File: config.mk
export PLATFORM = sky130hd
export DESIGN_NAME = tu_test_arb
export DESIGN_NICKNAME = d
export VERILOG_FILES = /design/src/rtl/tu_test_pkg.sv /design/src/rtl/tu_test_fifo.sv /design/src/rtl/tu_test_arb.sv
export SDC_FILE = /design/constraint.sdc
export NUM_CORES = 1
export LEC_CHECK = 0
export BUFFER_PORTS_ARGS = -buffer_cell sky130_fd_sc_hd__buf_2
export CAP_MARGIN = 25
export CORE_MARGIN = 3
export CORE_UTILIZATION = 51
export CTS_CLUSTER_DIAMETER = 100
export CTS_CLUSTER_SIZE = 25
export DETAILED_ROUTE_END_ITERATION = 8
export PLACE_DENSITY = 0.72
export SLEW_MARGIN = 25
export SYNTH_ARGS = -nofsm -noshare
export SYNTH_HDL_FRONTEND = slang
export SYNTH_SLANG_ARGS = --single-unit
File: constraint.sdc
create_clock -name clk -period 2.2 [get_ports clk]
set_input_delay 0.44 -clock clk [delete_from_list [all_inputs] [get_ports clk]]
set_output_delay 0.44 -clock clk [all_outputs]
set_load 0.05 [all_outputs]
File: src/rtl/tu_test_pkg.sv
// Shared defaults and helpers for the tu_test round-robin arbiter slice.
package tu_test_pkg;

  localparam int unsigned NCH_DEF   = 4;
  localparam int unsigned W_DEF     = 16;
  localparam int unsigned DEPTH_DEF = 2;

  // Channel index width; a single channel bit is kept even when NCH < 2
  function automatic int unsigned chan_w(input int unsigned n);
    return (n <= 2) ? 1 : $clog2(n);
  endfunction

endpackage

File: src/rtl/tu_test_fifo.sv
// Per-channel FIFO: wrapping pointers plus occupancy count, unreset storage.
module tu_test_fifo #(
  parameter int unsigned W     = 16,
  parameter int unsigned DEPTH = 2
) (
  input  logic         clk,
  input  logic         rst,
  input  logic         push,
  input  logic         pop,
  input  logic [W-1:0] din,
  output logic [W-1:0] dout,
  output logic         full,
  output logic         empty
);

  localparam int unsigned AW = $clog2(DEPTH);
  localparam int unsigned NW = $clog2(DEPTH + 1);

  logic [W-1:0]  mem_q [DEPTH];
  logic [AW-1:0] wr_q, rd_q;
  logic [NW-1:0] cnt_q;
  logic          do_push, do_pop;

  assign full    = (cnt_q == NW'(DEPTH));
  assign empty   = (cnt_q == '0);
  assign do_push = push & ~full;
  assign do_pop  = pop & ~empty;
  assign dout    = mem_q[rd_q];

  // DEPTH is a power of two, so pointer overflow is the wrap
  always_ff @(posedge clk or posedge rst) begin
    if (rst) begin
      wr_q  <= '0;
      rd_q  <= '0;
      cnt_q <= '0;
    end else begin
      if (do_push) wr_q <= wr_q + 1'b1;
      if (do_pop)  rd_q <= rd_q + 1'b1;
      if (do_push && !do_pop)      cnt_q <= cnt_q + 1'b1;
      else if (do_pop && !do_push) cnt_q <= cnt_q - 1'b1;
    end
  end

  always_ff @(posedge clk) begin
    if (do_push) mem_q[wr_q] <= din;
  end

endmodule

File: src/rtl/tu_test_arb.sv
// NCH-channel round-robin arbiter: per-channel FIFOs feeding one output register.
module tu_test_arb
  import tu_test_pkg::*;
#(
  parameter  int unsigned NCH   = NCH_DEF,
  parameter  int unsigned W     = W_DEF,
  parameter  int unsigned DEPTH = DEPTH_DEF,
  localparam int unsigned CW    = chan_w(NCH)
) (
  input  logic           clk,
  input  logic           rst,
  input  logic [NCH-1:0] in_valid,
  output logic [NCH-1:0] in_ready,
  input  logic [NCH*W-1:0] in_data,
  output logic           out_valid,
  input  logic           out_ready,
  output logic [W-1:0]   out_data,
  output logic [CW-1:0]  out_chan,
  output logic           busy
);

  logic [NCH-1:0] full, empty, pop;
  logic [W-1:0]   dout [NCH];
  logic           out_valid_q;
  logic [W-1:0]   out_data_q;
  logic [CW-1:0]  out_chan_q, last_q, grant_d;
  logic           any_ne, load;
  int unsigned    idx;

  for (genvar i = 0; i < NCH; i++) begin : g_ch
    tu_test_fifo #(.W(W), .DEPTH(DEPTH)) u_fifo (
      .clk   (clk),
      .rst   (rst),
      .push  (in_valid[i] & ~full[i]),
      .pop   (pop[i]),
      .din   (in_data[i*W +: W]),
      .dout  (dout[i]),
      .full  (full[i]),
      .empty (empty[i])
    );
    assign in_ready[i] = ~full[i];
  end

  // Search from last_q+1 with explicit wrap so non-power-of-two NCH stays in range
  always_comb begin
    grant_d = last_q;
    any_ne  = 1'b0;
    idx     = 0;
    for (int unsigned k = 1; k <= NCH; k++) begin
      idx = 32'(last_q) + k;
      if (idx >= NCH) idx = idx - NCH;
      if (!any_ne && !empty[idx[CW-1:0]]) begin
        any_ne  = 1'b1;
        grant_d = idx[CW-1:0];
      end
    end
  end

  assign load = (!out_valid_q || out_ready) && any_ne;

  always_comb begin
    pop = '0;
    if (load) pop[grant_d] = 1'b1;
  end

  always_ff @(posedge clk or posedge rst) begin
    if (rst) begin
      out_valid_q <= 1'b0;
      out_data_q  <= '0;
      out_chan_q  <= '0;
      last_q      <= CW'(NCH - 1);
    end else if (!out_valid_q || out_ready) begin
      out_valid_q <= any_ne;
      if (any_ne) begin
        out_data_q <= dout[grant_d];
        out_chan_q <= grant_d;
        last_q     <= grant_d;
      end
    end
  end

  assign out_valid = out_valid_q;
  assign out_data  = out_data_q;
  assign out_chan  = out_chan_q;
  assign busy      = out_valid_q | ~&empty;

endmodule

== Word level (Yosys, flattened, before mapping) ==
Memory sizes are Yosys's and may differ from the RTL's.
Cells that the tools add are included.
W data, S select, Z words.

* $add $sub $neg: 24
* Multipliers: 0
* Divide/modulo/power cells: 0
* Order comparisons: 11
* Equal/unequal tests: 4
* Shift operators: 0
* Muxes and demuxes: 42
* Bitwise logic cells: 22
* Reductions and logical operators: 39

{| class="wikitable"
|+ Operators by type and width
! kind !! number
|-
| $bmux W16 S2 || 1
|-
| $mux W16 || 2
|-
| $mux W2 || 16
|-
| $mux W1 || 17
|-
| $sub A2 B1 Y2 const B || 8
|-
| $logic_not A1 Y1 || 15
|-
| $lt A2 B3 Y1 const B || 5
|-
| $logic_and A1 B1 Y1 || 13
|-
| $and A1 B1 Y1 || 12
|-
| $ge A3 B3 Y1 const B || 4
|-
| $add A1 B1 Y1 const B || 8
|-
| $add A2 B1 Y2 const B || 4
|-
| $bmux W1 S2 || 4
|-
| $eq A2 B2 Y1 const B || 4
|-
| $logic_not A2 Y1 || 4
|-
| $not A1 Y1 || 8
|-
| $reduce_bool A2 Y1 || 4
|-
| $add A2 B2 Y3 const B || 2
|-
| $add A2 B3 Y4 const B || 1
|-
| $ge A4 B3 Y1 const B || 1
|-
| $mux W4 || 1
|-
| $reduce_and A4 Y1 || 1
|-
| $add A2 B1 Y3 const B || 1
|-
| $not A2 Y3 || 1
|-
| 5 further kinds || 5
|}

* Register bits: 37
* Latch bits: 0
* RAM bits: 128
* Memory bits (read-only): 0
* Input bits: 71
* Word-level logic and storage cells: 162
* Memories kept: 4

{| class="wikitable"
|+ Memories
! memory !! depth !! bits a word !! read ports !! clocked after Yosys merged registers in !! write ports !! line !! RTL
|-
| g_ch[0].u_fifo.mem_q || 2 || 16 || 1 || 0 || 1 || tu_test_fifo.sv:19 || <nowiki>logic [W-1:0] mem_q [DEPTH];</nowiki>
|-
| g_ch[1].u_fifo.mem_q || 2 || 16 || 1 || 0 || 1 || tu_test_fifo.sv:19 ||
|-
| g_ch[2].u_fifo.mem_q || 2 || 16 || 1 || 0 || 1 || tu_test_fifo.sv:19 ||
|-
| g_ch[3].u_fifo.mem_q || 2 || 16 || 1 || 0 || 1 || tu_test_fifo.sv:19 ||
|}

== Longest topological paths before layout ==
* Depth after elaboration: 23
* Depth in mapped cells: 12
* Gate-level depth less buffers: 8

== By module ==
Synthesis repeated with hierarchy kept, for this count alone.

* Cells, all modules: 436
* Area, all modules: 7138.1 µm²

{| class="wikitable"
|+ By module, submodules not included
! module !! instances !! cells each !! area each (µm²) !! sequential area each (µm²)
|-
| tu_test_fifo || 4 || 70 || 1406.3 || 1061.0
|-
| tu_test_arb || 1 || 156 || 1512.7 || 528.0
|}

== Worst setup path before layout ==
No wires, ideal clock.

* Path kind: reg2reg
* Start: reg g_ch[1].u_fifo.cnt_q[0]
* End: reg g_ch[2].u_fifo.cnt_q[1]
* Setup time: 0.079 ns
* Arrival: 2.333 ns
* Slack: -0.212 ns
* Cell stages (with the launch flop): 9
* Path buffers: 1
* Period minus slack after synthesis: 2.412 ns
* Path through: dfrtp_1 > buf_2 > or4_1 > a21boi_1 > o21ai_1 > or2_2 > ha_1 > nor2_1 > xor2_1

* Cells in the longest elaborated chain, start to end: 21

{| class="wikitable"
|+ Ends and longest elaborated chain
! item !! line !! RTL
|-
| from (decl) || tu_test_fifo.sv:21 || <nowiki>logic [NW-1:0] cnt_q;</nowiki>
|-
| from (signal assigned) || tu_test_fifo.sv:39 || <nowiki>if (do_push && !do_pop) cnt_q <= cnt_q + 1'b1;</nowiki>
|-
| from (signal assigned) || tu_test_fifo.sv:40 || <nowiki>else if (do_pop && !do_push) cnt_q <= cnt_q - 1'b1;</nowiki>
|-
| $logic_not A2 Y1 (*) || tu_test_fifo.sv:25 || <nowiki>assign empty = (cnt_q == '0);</nowiki>
|-
| $bmux W1 S2 || tu_test_arb.sv:52 || <nowiki>if (!any_ne && !empty[idx[CW-1:0]]) begin</nowiki>
|-
| $mux W1 (not written as such) || tu_test_arb.sv:52 ||
|-
| $logic_not A1 Y1 || tu_test_arb.sv:52 ||
|-
| $logic_and A1 B1 Y1 || tu_test_arb.sv:52 ||
|-
| $mux W1 || tu_test_arb.sv:52 ||
|-
| $logic_not A1 Y1 || tu_test_arb.sv:52 ||
|-
| $logic_and A1 B1 Y1 || tu_test_arb.sv:52 ||
|-
| (+5 left out) || - ||
|-
| $logic_and A1 B1 Y1 (not written as such) || tu_test_arb.sv:63 || <nowiki>if (load) pop[grant_d] = 1'b1;</nowiki>
|-
| $mux W1 (not written as such) || tu_test_arb.sv:63 ||
|-
| $demux W1 S2 || tu_test_arb.sv:63 ||
|-
| $mux W4 (*) || tu_test_arb.sv:63 ||
|-
| $and A1 B1 Y1 (*) || tu_test_fifo.sv:27 || <nowiki>assign do_pop = pop & ~empty;</nowiki>
|-
| $logic_not A1 Y1 || tu_test_fifo.sv:39 ||
|-
| $logic_and A1 B1 Y1 || tu_test_fifo.sv:39 ||
|-
| $mux W2 / $reduce_bool A2 Y1 (equally long branches) || - ||
|-
| to (signal assigned) || tu_test_fifo.sv:39 ||
|-
| to (signal assigned) || tu_test_fifo.sv:40 ||
|-
| to (decl) || tu_test_fifo.sv:21 ||
|}

Every way passes the cells marked *; elsewhere a longest branch is shown, timed or not. The select of a mux whose other input is x is not followed.
A chain may end at the register's enable or synchronous reset.

== Worst setup path after layout ==
* Start: reg g_ch[1].u_fifo.cnt_q[1]
* End: out busy

* Cells in the longest elaborated chain, start to end: 4

{| class="wikitable"
|+ Ends and longest elaborated chain
! item !! line !! RTL
|-
| $logic_not A2 Y1 || tu_test_fifo.sv:25 ||
|-
| $reduce_and A4 Y1 || tu_test_arb.sv:85 || <nowiki>assign busy = out_valid_q | ~&empty;</nowiki>
|-
| $logic_not A1 Y1 || tu_test_arb.sv:85 ||
|-
| $or A1 B1 Y1 || tu_test_arb.sv:85 ||
|-
| to (decl) || tu_test_arb.sv:19 || <nowiki>output logic busy</nowiki>
|}

No other way between the ends.

==> key figures <==
Outcome
  • Outcome: finished, violations left
  • Failing checks: setup timing

STA
  • Worst-Margin Slew: 495 ps
  • Layout Skew: 11.0 ps
  • FMAX: 415 MHz
  • RSZ-0062 raised after global routing: yes
  • Final period util: 110%
  • Final setup viols: 7
  • Final Hold Vio Count: 0
  • Final hold slack: ~130 ps
  • Final worst slack: -209 ps
  • Final Slew Violations: 0
  • Min Tclk post-route: ~2400 ps
  • Relative slew slack: 67.0%

Floorplanning
  • Num rows: 41
  • CORE AREA: 0.0128 mm^2
  • Top Ports: between 90 and 100
  • Starting Density: 53.0%
  • Die Span X: 121 um
  • Die area: 0.0148 mm^2
  • Die H: 121 um

Logic synthesis
  • Post-synth top area cell: edfxtp_1
  • Post-Syn Nets: 493
  • Cell with the most instances after synthesis: edfxtp_1
  • Synth Cell Area: 0.00680 mm^2
  • Top post-synthesis cells by area: edfxtp_1, dfrtp_1, mux2i_1, mux2_2, mux2_4
  • Most frequent cells after synthesis: edfxtp_1, mux2i_1, dfrtp_1, mux2_2, nand2_1
  • Synthesized instance count: 418
  • Post-synth EDFFs: between 100 and 150
  • Share of the synthesized area in the top cell type: 56.5%
  • FFs w/ async S/R, synth: 22.4%
  • Syn_area_per_cell: 16.3 um^2
  • Ys flop type: edfxtp_1
  • Sequential area share after synthesis: 70.1%
  • Synth Warn #: 0
  • Synth Register Bits: 165
  • Yosys cell types: 37

Routing
  • Routed wire length: 14,300 um
  • 1st-iter DRT viols: 218
  • Drt wl/cell: 19.0 um
  • Via density: 5.39
  • Final ANT Viol Nets: 0
  • DRC Markers: 0
  • Via count: about 4,000
  • Drt pass-1 iters: 5

Clock network
  • Cts hold-fix bufs: 0
  • Clock sinks: 165
  • Clock latency on the worst-skew pair: 430 ps
  • Number of buffers created by CTS: 17
  • H-tree depth: 4
  • Clock Path Buffers: 2
  • Clock-pin transition on the worst setup and hold timing paths: 60 ps
  • CTS tree: done
  • CTS root buf: clkbuf_16

Pwr
  • Pwr Density: 1620 mW/mm^2
  • Peak VDD IR: 0.895 mV
  • LEAKAGE: ~0.0035 uW

Final layout
  • Syn-to-layout area delta: 26.8%
  • Nets: 641
  • Number of inserted diodes: 0
  • Share of cells above drive strength 1: 44.2%
  • Non-filler cells, final: roughly 750
  • Final core utilization: between 60% and 70%

Flow run
  • Number of max-cap violations: 0

Global routing
  • Initial antenna violation count: 0
  • Largest net degree at the start of global routing: 38
  • Vias in the first global route: 4,136
  • Global-route wire length before repair: 21,300 um
  • Total global-route track usage: between 15 and 20%
  • GR Overflow Total: 0

Setup path
  • Setup CP Type: reg2out
  • Worst Path Max Fanout: 2
  • Startpoint class of the critical path: flip-flop
  • Crit path arrival time: 1970 ps
  • CP required: 1760 ps
  • Crit end category: primary output

Placement
  • Post-Place Cells: 700
  • Gpl congestion: 0.867
  • Dpl hpwl: 9670 um
  • Port Buffer Count: 94

Hold path
  • Hold/Removal Path Class: in2async
-- layout make-up --
cell class / count / area [um^2]
sequential: 165 / 4770
fill: 879 / 4200
multi-input combinational: 224 / 2020
timing repair buffer: 153 / 985
clock buffer: 18 / 429
tap: 172 / 215
clock inverter: 14 / 184
inverter: 5 / 18.8
-- per-stage QoR --
stage | cell area, um^2 | power [uW] | TNS (ps) | setup slack, ps
global route | 8630 | 14700 | -1750 | -244
CTS | 8440 | 13600 | -375 | -226
floorplan | 6880 | 8900 | -483 | -92.2
finish | 8630 | 14000 | -505 | -209
global placement | 7750 | 10300 | 0 | 39.2
detailed placement | 7750 | 10500 | -55.6 | -55.6
-- layout by cell type (no fill, tap or decap), types with 2 or more instances in the layout --
cell | Yosys | final
mux2_4 | 10 | 10
mux2_2 | 22 | 22
buf_6 | 4 | 5
bufinv_16 | 0 | 4
a21oi_1 | 2 | 2
edfxtp_1 | 128 | 128
dfrtp_1 | 35 | 33
and3_1 | 4 | 4
ha_2 | 0 | 2
buf_2 | 3 | 93
buf_4 | 0 | 51
clkbuf_16 | 0 | 18
xnor2_1 | 12 | 12
ha_4 | 0 | 2
o211ai_2 | 12 | 12
dfstp_2 | 2 | 2
o211ai_1 | 20 | 20
o21ai_4 | 0 | 2
nor2_1 | 15 | 12
buf_12 | 0 | 2
xor2_1 | 8 | 7
dfrtp_2 | 0 | 2
nand4_1 | 16 | 16
clkinv_2 | 0 | 3
clkinv_1 | 0 | 2
mux2i_1 | 48 | 48
nand2_1 | 22 | 20
nor2_2 | 0 | 3
nand2b_1 | 6 | 5
nor4_2 | 0 | 2
a211o_1 | 2 | 2
clkinv_4 | 0 | 2
clkinvlp_4 | 0 | 2
or4_4 | 0 | 2
inv_1 | 5 | 5
-- timing repair --
item,CTS,global route
setup buffers,7,11
pin swaps,7,23
gates resized for setup,9,15
cloned,0,1
endpoints found under the hold margin,0,0
setup endpoints to repair,2,22
-- power by group --
part / internal (uW) / switching [uW] / total, uW
Clock: 1890 / 1150 / 3040
Combinational: 2700 / 3470 / 6160
Sequential: 4390 / 410 / 4800
Total: 8980 / 5030 / 14000
-- logic make-up (layout without fill, tap and decap cells) --
kind of cell	after synthesis	in the layout	synth area share (%)
flops	165	165	70.1
mux	80	80	12.9
simple gates	77	77	5.79
compound gates	43	43	5.57
buf+inv	29	190	2.26
xor+xnor	20	20	2.57
fa+ha+maj	4	4	0.736
-- state kept, by name (all words and copies together) (netlist names) --
signal,count
g_ch.u_fifo.mem_q,128
g_ch.u_fifo.cnt_q,8
g_ch.u_fifo.wr_q,4
last_q,2
g_ch.u_fifo.rd_q,4
out_chan,2
out_valid,1
out_data,16
-- critical path: stages (launching register included) --
cell	delay (ps)
dfrtp_1	370
or4_4	550
buf_6	130
or3_4	340
buf_8	160
-- worst paths after layout --
| kind | start | end | slack [ps] | cells after the start |
|---|---|---|---|---|
| setup / recovery | g_ch[1].u_fifo.cnt_q[1] | busy | -210 | 4 |
| hold / removal | rst | out_chan[0] | 130 | 3 |
| setup reg to reg | g_ch[1].u_fifo.cnt_q[1] | g_ch[0].u_fifo.cnt_q[1] | -130 | 12 |
| hold reg to reg | out_data[3] | out_data[3] | 500 | 2 |
| max in group asynchronous | rst | g_ch[3].u_fifo.cnt_q[1] | 1700 | 3 |
| min in group clk | in_data[50] | g_ch[3].u_fifo.mem_q[0][2] | 200 | 1 |
-- layer usage --
metal	wire, um	GRT usage, %
met1	5780	24.6
met2	7580	32.3
met3	675	4.76
met4	242	7.91
met5	0	0
(Power assumes the default switching activity.)
